**src/rtl/toggle_cover_collector.sv**
```systemverilog
// Toggle-coverage collector: sticky covered bitmap plus a lowest-first, once-only index stream.
// One cycle from hit to out_valid; out_valid/out_index hold steady while out_ready is low.
module toggle_cover_collector #(
   parameter int              WIDTH       = 34,
   parameter longint unsigned COVER_INDEX = 0,
   parameter int              IDX_W       = 64,
   parameter int              CNT_W       = 6
) (
   input  logic              clock,
   input  logic              reset,
   input  logic [WIDTH-1:0]  valid,
   input  logic              clear,
   output logic              out_valid,
   input  logic              out_ready,
   output logic [IDX_W-1:0]  out_index,
   output logic [CNT_W-1:0]  covered_count,
   output logic              all_covered,
   output logic              busy
);

   localparam int PW = (WIDTH > 1) ? $clog2(WIDTH) : 1;

   logic [WIDTH-1:0] covered;
   logic [WIDTH-1:0] pending;
   logic [WIDTH-1:0] new_hits;
   logic [WIDTH-1:0] load_mask;
   logic [PW-1:0]    sel_pos;
   logic             sel_found;
   logic             slot_free;
   logic             load;

   function automatic logic [CNT_W-1:0] popcount(input logic [WIDTH-1:0] v);
      logic [CNT_W-1:0] n;
      n = '0;
      for (int i = 0; i < WIDTH; i++) begin
         n = n + CNT_W'(v[i]);
      end
      return n;
   endfunction

   // Scan downward so the last match, the lowest set bit, wins.
   always_comb begin
      sel_found = 1'b0;
      sel_pos   = '0;
      for (int i = WIDTH - 1; i >= 0; i--) begin
         if (pending[i]) begin
            sel_found = 1'b1;
            sel_pos   = PW'(i);
         end
      end
   end

   assign new_hits  = valid & ~covered;
   assign slot_free = !out_valid || out_ready;
   assign load      = slot_free && sel_found;
   assign load_mask = load ? (WIDTH'(1) << sel_pos) : '0;

   always_ff @(posedge clock) begin
      if (!reset) begin
         covered       <= '0;
         pending       <= '0;
         covered_count <= '0;
         out_valid     <= 1'b0;
         out_index     <= '0;
      end else if (clear) begin
         // Hits seen in the clear cycle become the first hits of the new epoch.
         covered       <= valid;
         pending       <= valid;
         covered_count <= popcount(valid);
         out_valid     <= 1'b0;
      end else begin
         covered       <= covered | new_hits;
         pending       <= (pending & ~load_mask) | new_hits;
         covered_count <= covered_count + popcount(new_hits);
         if (slot_free) begin
            out_valid <= sel_found;
         end
         if (load) begin
            out_index <= IDX_W'(COVER_INDEX) + IDX_W'(sel_pos);
         end
      end
   end

   assign all_covered = (covered_count == CNT_W'(WIDTH));
   assign busy        = (|pending) || out_valid;

endmodule

```
**config.mk**
```make
export PLATFORM = sky130hd
export DESIGN_NAME = toggle_cover_collector
export DESIGN_NICKNAME = d
export VERILOG_FILES = /design/src/rtl/toggle_cover_collector.sv
export SDC_FILE = /design/constraint.sdc
export NUM_CORES = 1
export LEC_CHECK = 0
export CORE_MARGIN = 2
export CORE_UTILIZATION = 59
export CTS_BUF_LIST = sky130_fd_sc_hd__clkbuf_8
export DETAILED_ROUTE_END_ITERATION = 6
export PLACE_DENSITY = 0.95
export SLEW_MARGIN = 20
export SYNTH_ARGS = -nofsm -noshare
export SYNTH_HDL_FRONTEND = slang
export SYNTH_SLANG_ARGS = --single-unit
```
**constraint.sdc**
```tcl
create_clock -name clock -period 10.74 [get_ports clock]
set_clock_uncertainty 0.2 [all_clocks]
set_input_delay 2.148 -clock clock [delete_from_list [all_inputs] [get_ports clock]]
set_output_delay 2.148 -clock clock [all_outputs]
set_load 0.02 [all_outputs]
```
; After elaboration in Yosys (flattened, before gate mapping)
; Index checks and enable logic that the tools add are counted.
[classes]
reduce_logical = 7
n_shift = 1
eq_ne = 1
n_addsub = 67
bitwise = 8
mux = 72
[op_table]
columns = operator, n
row1 = 6-bit by 1-bit adder with 6-bit output, 56
row2 = 6-bit 2-to-1 mux, 35
row3 = 34-bit 2-to-1 mux, 3
row4 = 34-bit bitwise AND, 2
row5 = 34-bit NOT, 2
row6 = 34-bit OR, 2
row7 = 1-bit 2-to-1 mux, 34
row8 = 34-bit OR reduction, 1
row9 = "1-bit by 6-bit << shifter with 34-bit output, first input constant", 1
row10 = 5-bit by 1-bit adder with 6-bit output, 2
row11 = 4-bit by 1-bit adder with 5-bit output, 2
row12 = 3-bit by 1-bit adder with 4-bit output, 2
row13 = 2-bit by 1-bit adder with 3-bit output, 2
row14 = 6-bit adder, 1
row15 = "6-bit equality test, second input constant", 1
row16 = 1-bit by 1-bit adder with 2-bit output, 2
row17 = 1-bit logical OR, 2
row18 = 1-bit NOT, 2
row19 = 2-bit AND reduction, 1
row20 = 2-bit OR reduction, 1
row21 = 1-bit logical AND, 1
row22 = 1-bit zero test, 1
[totals]
elab_cells = 161
ff_bits = 81
input_bits = 38
out_inout_bits = 73

; Longest topological paths before layout
; Gate-level depths: netlist of run 1.
[depth]
ltp_word = 40
ltp_mapped = 19
mapped_depth_nobuf = 19

; Worst setup path before layout of run 1
; Ideal clock, no wire load.
[synth_path]
path_kind = input to register
startpoint = in valid[26]
endpoint = reg covered_count[4]
required_ps = 10425
path_buffers = 0
arrival_time_ps = 6850
slack_ps = 3575
setup_ps = 115
stages = 18
cell_sequence = nand2b_1 -> fa_1 -> fa_1 -> inv_1 -> fa_1 -> inv_1 -> fa_1 -> fa_1 -> fa_1 -> inv_1 -> fa_1 -> fa_1 -> a21o_1 -> a21oi_1 -> xor2_1 -> nor2_1 -> a21oi_1 -> nor2b_1
[synth_via]
elab_chain_cells = 11
elab_cells_between_ends = 19
classes_between = add/sub (17) / mux (1) / bitwise (1)
[synth_rtl]
columns = item, line_no
row1 = "start, declared", 11  ; input logic [WIDTH-1:0] valid,
row2 = 34-bit bitwise AND, 53  ; assign new_hits = valid & ~covered;
row3 = 6-bit by 1-bit adder with 6-bit output (8 in series), 36  ; n = n + CNT_W'(v[i]);
row4 = 6-bit adder, 74  ; covered_count <= covered_count + popcount(new_hits);
row5 = 6-bit 2-to-1 mux (*), 65  ; end else if (clear) begin
row6 = "end signal, assigned", 69  ; covered_count <= popcount(valid);
row7 = "end signal, assigned", 74
row8 = "end, declared", 16  ; output logic [CNT_W-1:0] covered_count,
; Mark *: on every way between the ends. The rest lies on a longest branch, timed or not.
; A chain may end at the register's enable or synchronous reset.

; Final worst setup path of run 1
; Ends and elaborated chain as after synthesis.

==> results of run 1 <==
==> area by class of cell <==
cell class	instances	area [um^2]	area share (%)
inverters	97	364	5.41
clock buffers	10	138	2.05
clock inverters	6	50.0	0.744
well taps	136	170	2.53
multi-input cells	504	3850	57.3
flip-flops and latches	81	1620	24.1
repair buffers	55	533	7.92
==> final timing paths <==
check                                  from                     endpoint  slack [ps]  cells after the start
setup / recovery                  valid[26]  covered_count[4]$_SDFF_PN0_        3090                     19
hold / removal    out_index[3]$_SDFFE_PN0P_    out_index[3]$_SDFFE_PN0P_         250                      2
setup reg to reg     covered[26]$_SDFF_PN0_  covered_count[4]$_SDFF_PN0_        5000                     18
hold reg to reg   out_index[3]$_SDFFE_PN0P_    out_index[3]$_SDFFE_PN0P_         250                      2
==> per-stage QoR <==
stage               area, um^2  utilization, %  power [mW]
global placement          6540            63.9        1.52
finish                    6730            65.8        1.85
CTS                       6730            65.8        1.85
floorplan                 6360               -        1.32
global route              6730            65.8        2.03
detailed placement        6540            63.9        1.62
==> Yosys cell counts, drive strengths merged, types with 6 or more instances <==
| library cell | count |
|---|---|
| nand2b | 45 |
| a31oi | 9 |
| o21a | 25 |
| inv | 97 |
| nor2 | 30 |
| o211ai | 12 |
| a21o | 8 |
| nand3 | 14 |
| nor4 | 10 |
| o21ai | 27 |
| ha | 21 |
| clkbuf | 17 |
| nand2 | 51 |
| dfxtp | 81 |
| nor3 | 7 |
| a21boi | 14 |
| buf | 61 |
| a21oi | 14 |
| fa | 54 |
| o311ai | 6 |
| nor2b | 37 |
==> cells by family after synthesis <==
family | count (synthesis) | synth area share (%)
AOI/OAI and AO/OA | 138 | 15.3
xor gates and xnor gates | 9 | 1.28
adders and majority gates | 75 | 21.9
buffers and inverters | 175 | 14.4
DFF | 81 | 26.4
muxes | 4 | 0.652
other | 1 | 0.0611
and+or+nand+nor | 220 | 20.1
==> cell usage in the layout, fill, tap and decap left out, types with 3 or more instances in the layout <==
cell             synthesis  final
buf_4                   58      3
inv_1                   97     97
a21o_1                   8      8
o32ai_1                  3      3
xnor2_1                  4      4
nand2_1                 51     51
nor2b_1                 37     37
xor2_1                   5      5
nor3_1                   6      6
o21ai_0                 26     26
clkinvlp_4               0      4
mux2i_1                  4      4
dfxtp_1                 81     81
fa_1                    54     54
nand3_1                 14     14
ha_1                    21     21
clkdlybuf4s50_1          0     50
conb_1                   1     58
a21boi_1                 3      3
a31oi_1                  9      9
and2_1                   4      4
nand2b_1                45     45
clkbuf_8                 0     10
o22ai_1                  5      5
or3_1                    3      3
o21a_1                  25     25
o311ai_0                 6      6
nor4_2                   3      3
nor4_1                   5      5
a21oi_1                 14     14
a21boi_0                11     11
a211oi_1                 3      3
nor2_1                  30     30
a41oi_1                  3      3
o211ai_1                12     12
==> flip-flops by register name, indices dropped and copies added, names as in the netlist <==
signal,cells
out_valid,1
covered,34
covered_count,6
out_index,6
pending,34
==> report_power, final <==
part	internal (mW)	switching [mW]	leakage, nW
registers	0.334	0.0267	0.675
clock network	0.0925	0.128	0.0831
logic	0.584	0.686	2.27
==> worst max-delay path: cells and delay by family <==
family	cells	cell delay, ps
adders and majority gates	8	3980
and+or+nand+nor	3	220
buffers and inverters	4	700
xor gates and xnor gates	1	180
AOI/OAI and AO/OA	3	510
==> layer usage <==
metal | global-route usage (%) | wire length, um | vias up
met2 | 46.1 | 7270 | 246
met5 | 0 | 0 | -
met4 | 14.8 | 664 | 0
li1 | - | - | 2276
met3 | 5.58 | 1050 | 51
met1 | 35.4 | 5920 | 2331
==> results.tsv, run 1 <==
stage	metric	value	unit
synthesis	synth.area.top_cells	dfxtp_1, fa_1, buf_4	
power_and_ir_drop	p_leak	3.03	nW
outcome	status	finished clean	
placed_design	dp_cells	873	
clocking	clock_path_buffers	2	
finish	layout.nets	861	
critical_path	worstPathArrival	7730	ps
sta	setup_viol	0	
sta	slew_headroom	42.4	%
finish	drive_above_1_share	4.38	%
critical_path	end_kind	register	
grt	grt_max_degree	83	
route	drtIter0Drc	379	
clocking	cts_resized	0	
floorplanning	rows	37	
synthesis	synth.top_cell.area_share	26.4	%
grt	overflow	0	
critical_path	critPathKind	primary input to register	
floorplanning	fp.dieArea	11200	um^2
grt	grt_pass1_vias	4893	
synthesis	syn-mean-instance-area	8.74	um^2
critical_path	cp_cell_sequence	clkdlybuf4s50_1 -> nand2b_1 -> fa_1 -> fa_1 -> inv_1 -> fa_1 -> inv_1 -> fa_1 -> fa_1 -> fa_1 -> inv_1 -> fa_1 -> fa_1 -> a21o_1 -> a21oi_1 -> xor2_1 -> nor2_1 -> a21oi_1 -> nor2b_1	
synthesis	yosysWarnings	0	
sta	drv_slew	0	
placed_design	place_congestion	0.890	
synthesis	synth-seq-cells	81	
floorplanning	coreArea	10200	um^2
grt	grt_pass1_wl	24400	um
clocking	htree_levels	3	
grt	track_usage	28.2	%
synthesis	ys_seq_area_share	26.4	%
synthesis	async_flop_share	0	%
critical_path	cpMostUsedCell	fa_1	
synthesis	ys_types	59	
sta	tns	0	ps
critical_path	cpPeakStageDelay	560	ps
finish	fillers	776	
finish	area_growth	9.55	%
critical_path	start_kind	primary input	
synthesis	synth_ff_type	dfxtp_1	
synthesis	synth_edf_count	0	
clocking	postCtsHoldBufs	0	
clocking	cts_tree	built	
sta	fin_crit	7650	ps
finish	antennaDiodeCount	0	
sta	whs	254	ps
sta	fin_ws	3090	ps
route	wire_per_inst	16.8	um
critical_path	cp_data_required_time	10820	ps
floorplanning	io_pins	111	
grt	antenna_found_initial	0	
clocking	numCtsBuffers	9	
sta	rsz0062_at_grt	false	
sta	worst_pin_slew	860	ps
power_and_ir_drop	power_density	275	nW/um^2
flow_run	drv_cap	0	
route	viasPerCell	5.52	
finish	stdcell_count	889	
sta	fin_crit_sh	71.2	%
route	wl	14900	um
worst_hold_path	holdCritPathClass	register to register	
synthesis	synthCells	703	
sta	hold_viol	0	
clocking	clk_pin_slew	90	ps
sta	fmax	131	MHz
power_and_ir_drop	vdd.ir_drop.worst	445	uV
clocking	clockRootBuffer	clkbuf_8	
clocking	clkLatencyLatePin	390	ps
synthesis	synth_top_area_cell	dfxtp_1	
critical_path	cp_max_fo	4	
synthesis	synth_area	6140	um^2
route	ant_nets	0	
route	first_pass_iters	6	
placed_design	pre_cts_ws	2700	ps
floorplanning	start_util	60.0	%
clocking	numClockSinks	81	
clocking	cts_setup_buffers	0	
placed_design	portBuffers	52	
route	drcViolationCount	0	
critical_path	cpMaxStageDelayCell	fa_1	
placed_design	dp_hpwl	11500	um
floorplanning	die_w	106	um
floorplanning	die_h	106	um
route	dr_total_vias	4904	
No activity file was read; power rests on OpenSTA's default activity.
==> run 2: changes to the inputs <==
--- a/config.mk
+++ b/config.mk
@@ -6,10 +6,10 @@
 export NUM_CORES = 1
 export LEC_CHECK = 0
 export CORE_MARGIN = 2
-export CORE_UTILIZATION = 59
+export CORE_UTILIZATION = 50
 export CTS_BUF_LIST = sky130_fd_sc_hd__clkbuf_8
 export DETAILED_ROUTE_END_ITERATION = 6
-export PLACE_DENSITY = 0.95
+export PLACE_DENSITY = 0.91
 export SLEW_MARGIN = 20
 export SYNTH_ARGS = -nofsm -noshare
 export SYNTH_HDL_FRONTEND = slang
==> constraint.sdc (replaced) <==
create_clock -name clock -period 6.3 [get_ports clock]
set_clock_uncertainty 0.2 [all_clocks]
set_input_delay 1.26 -clock clock [delete_from_list [all_inputs] [get_ports clock]]
set_output_delay 1.26 -clock clock [all_outputs]
set_load 0.02 [all_outputs]
==> run 2 against run 1 <==
  * Register-to-register slack got worse by 4400 ps
  * Combinational power increased by 110%
  * First-iteration DRC count decreased by 6.9%
  * Largest cell class unchanged
==> results.tsv, run 2 (same netlist as run 1, synthesis figures left out) <==
stage	metric	value	unit
power_and_ir_drop	p_seq_share	16.8	%
grt	overflow	0	
sta	fin_crit	6250	ps
grt	track_usage	24.6	%
sta	slew_headroom	30.1	%
power_and_ir_drop	combPwrFrac	71.1	%
placed_design	dp_hpwl	11700	um
finish	area_growth	17.0	%
power_and_ir_drop	p_switching	1.59	mW
worst_hold_path	min_path_cells	2	
worst_hold_path	whs_endpoint	out_index[3]$_SDFFE_PN0P_	
critical_path	worstPathArrival	6320	ps
finish	layout.nets	906	
route	ant_nets	0	
floorplanning	die_w	115	um
placed_design	dp_cells	926	
power_and_ir_drop	switching_share	43.1	%
critical_path	rr_worst_depth	18	
worst_hold_path	holdCritPathClass	register to register	
finish	top_regs	covered: 34 flops, pending: 34 flops	
route	dr_total_vias	5153	
sta	worst_pin_slew	1050	ps
clocking	clk_pin_slew	90	ps
grt	grt_pass1_vias	5059	
finish	design_area	7190	um^2
critical_path	cp_max_fo	2	
sta	tns	0	ps
power_and_ir_drop	intPower	2.09	mW
placed_design	portBuffers	52	
floorplanning	start_util	51.1	%
critical_path	end_kind	register	
clocking	numCtsBuffers	9	
finish	drive_above_1_share	13.0	%
critical_path	critPathKind	primary input to register	
placed_design	place_congestion	0.972	
power_and_ir_drop	power_density	512	nW/um^2
critical_path	start_kind	primary input	
power_and_ir_drop	power.total	3.68	mW
finish	stdcell_count	945	
finish	fillers	956	
sta	fmax	160	MHz
power_and_ir_drop	p_leak	3.34	nW
grt	grt_pass1_wl	24600	um
floorplanning	rows	40	
worst_hold_path	hp-start	out_index[3]$_SDFFE_PN0P_	
clocking	htree_levels	3	
flow_run	drv_cap	0	
floorplanning	fp.dieArea	13200	um^2
sta	drv_slew	0	
critical_path	worstReg2RegStart	covered[18]$_SDFF_PN0_	
clocking	clock_path_buffers	2	
clocking	clockRootBuffer	clkbuf_8	
grt	antenna_found_initial	0	
route	wl	16000	um
finish	antennaDiodeCount	0	
floorplanning	io_pins	111	
critical_path	cp_data_required_time	6370	ps
floorplanning	die_h	115	um
route	drtIter0Drc	353	
placed_design	pre_cts_ws	-762	ps
sta	fin_crit_sh	99.2	%
finish	postLayoutCoreUtil	59.8	%
clocking	cts_tree	built	
sta	whs	252	ps
floorplanning	coreArea	12000	um^2
placed_design	place_area	6870	um^2
sta	hold_viol	0	
clocking	numClockSinks	81	
route	drcViolationCount	0	
finish	final_common_cell	inv_1	
sta	setup_viol	0	
clocking	clkLatencyLatePin	380	ps
outcome	status	finished clean	
critical_path	r2r_end	covered_count[4]$_SDFF_PN0_	
sta	rsz0062_at_grt	true	
critical_path	rrSetupSlack	610	ps
route	wire_per_inst	16.9	um
finish	final_cell_mix	inv_1, dfxtp_1, conb_1	
grt	grt_max_degree	57	
power_and_ir_drop	vdd.ir_drop.worst	834	uV
route	first_pass_iters	5	
route	viasPerCell	5.45	
sta	fin_ws	52.0	ps
power_and_ir_drop	power_frac_clock	12.2	%
run 2: layout make-up:
class                      instances  area [um^2]  share of cell area, %
multi-input combinational        504         3920                   54.5
sequential                        81         1620                   22.6
timing repair buffer             100          868                   12.1
inverter                          97          364                   5.07
tap                              147          184                   2.56
clock buffer                      11          151                   2.11
clock inverter                     5         78.8                   1.10
run 2: repair_timing:
| item | CTS | global route |
|---|---|---|
| buffers inserted | 1 | 2 |
| hold buffers | 0 | 0 |
| hold endpoints to repair | 0 | 0 |
| endpoints found under the setup margin | 4 | 3 |
| pin swaps | 15 | 17 |
| gates resized for setup | 25 | 38 |
run 2: critical path: stages:
cell,delay [ps]
dlygate4sd2_1,250
inv_2,80
nor2_4,40
fa_1,470
inv_1,50
fa_2,610
fa_1,410
fa_1,530
fa_1,460
fa_1,570
inv_2,60
fa_2,370
fa_2,410
a21o_1,180
a21oi_2,150
xor2_1,150
nor2_1,50
a21oi_1,160
nor2b_1,70
run 2: power by group through the flow:
stage               Combinational (mW)  Sequential, mW  Clock, mW
CTS                               2.49           0.615      0.448
global route                      2.92           0.623      0.470
detailed placement                2.36           0.625          0
floorplan                         1.62           0.633          0
global placement                  2.22           0.623          0
finish                            2.61           0.617      0.447
run 2: worst max path at each step:
| stage | depth (start not counted) | to | slack (ps) | from |
|---|---|---|---|---|
| global placement | 19 | covered_count[4]$_SDFF_PN0_ | -660 | valid[26] |
| detailed placement | 19 | covered_count[4]$_SDFF_PN0_ | -760 | valid[26] |
| CTS | 19 | covered_count[4]$_SDFF_PN0_ | 10 | valid[14] |
| finish | 19 | covered_count[4]$_SDFF_PN0_ | 50 | valid[0] |
| global route | 19 | covered_count[4]$_SDFF_PN0_ | -80 | valid[26] |
| floorplan | 18 | covered_count[4]$_SDFF_PN0_ | 20 | valid[26] |
run 2: layer usage:
layer,track usage [%],routed length (um),up-vias,part of all wire (%)
met1,28.9,6050,2468,38
met3,5.01,1100,66,6.8
met4,14.9,1010,0,6.3
met5,0,0,-,0
li1,-,-,2385,-
met2,41.7,7850,234,49
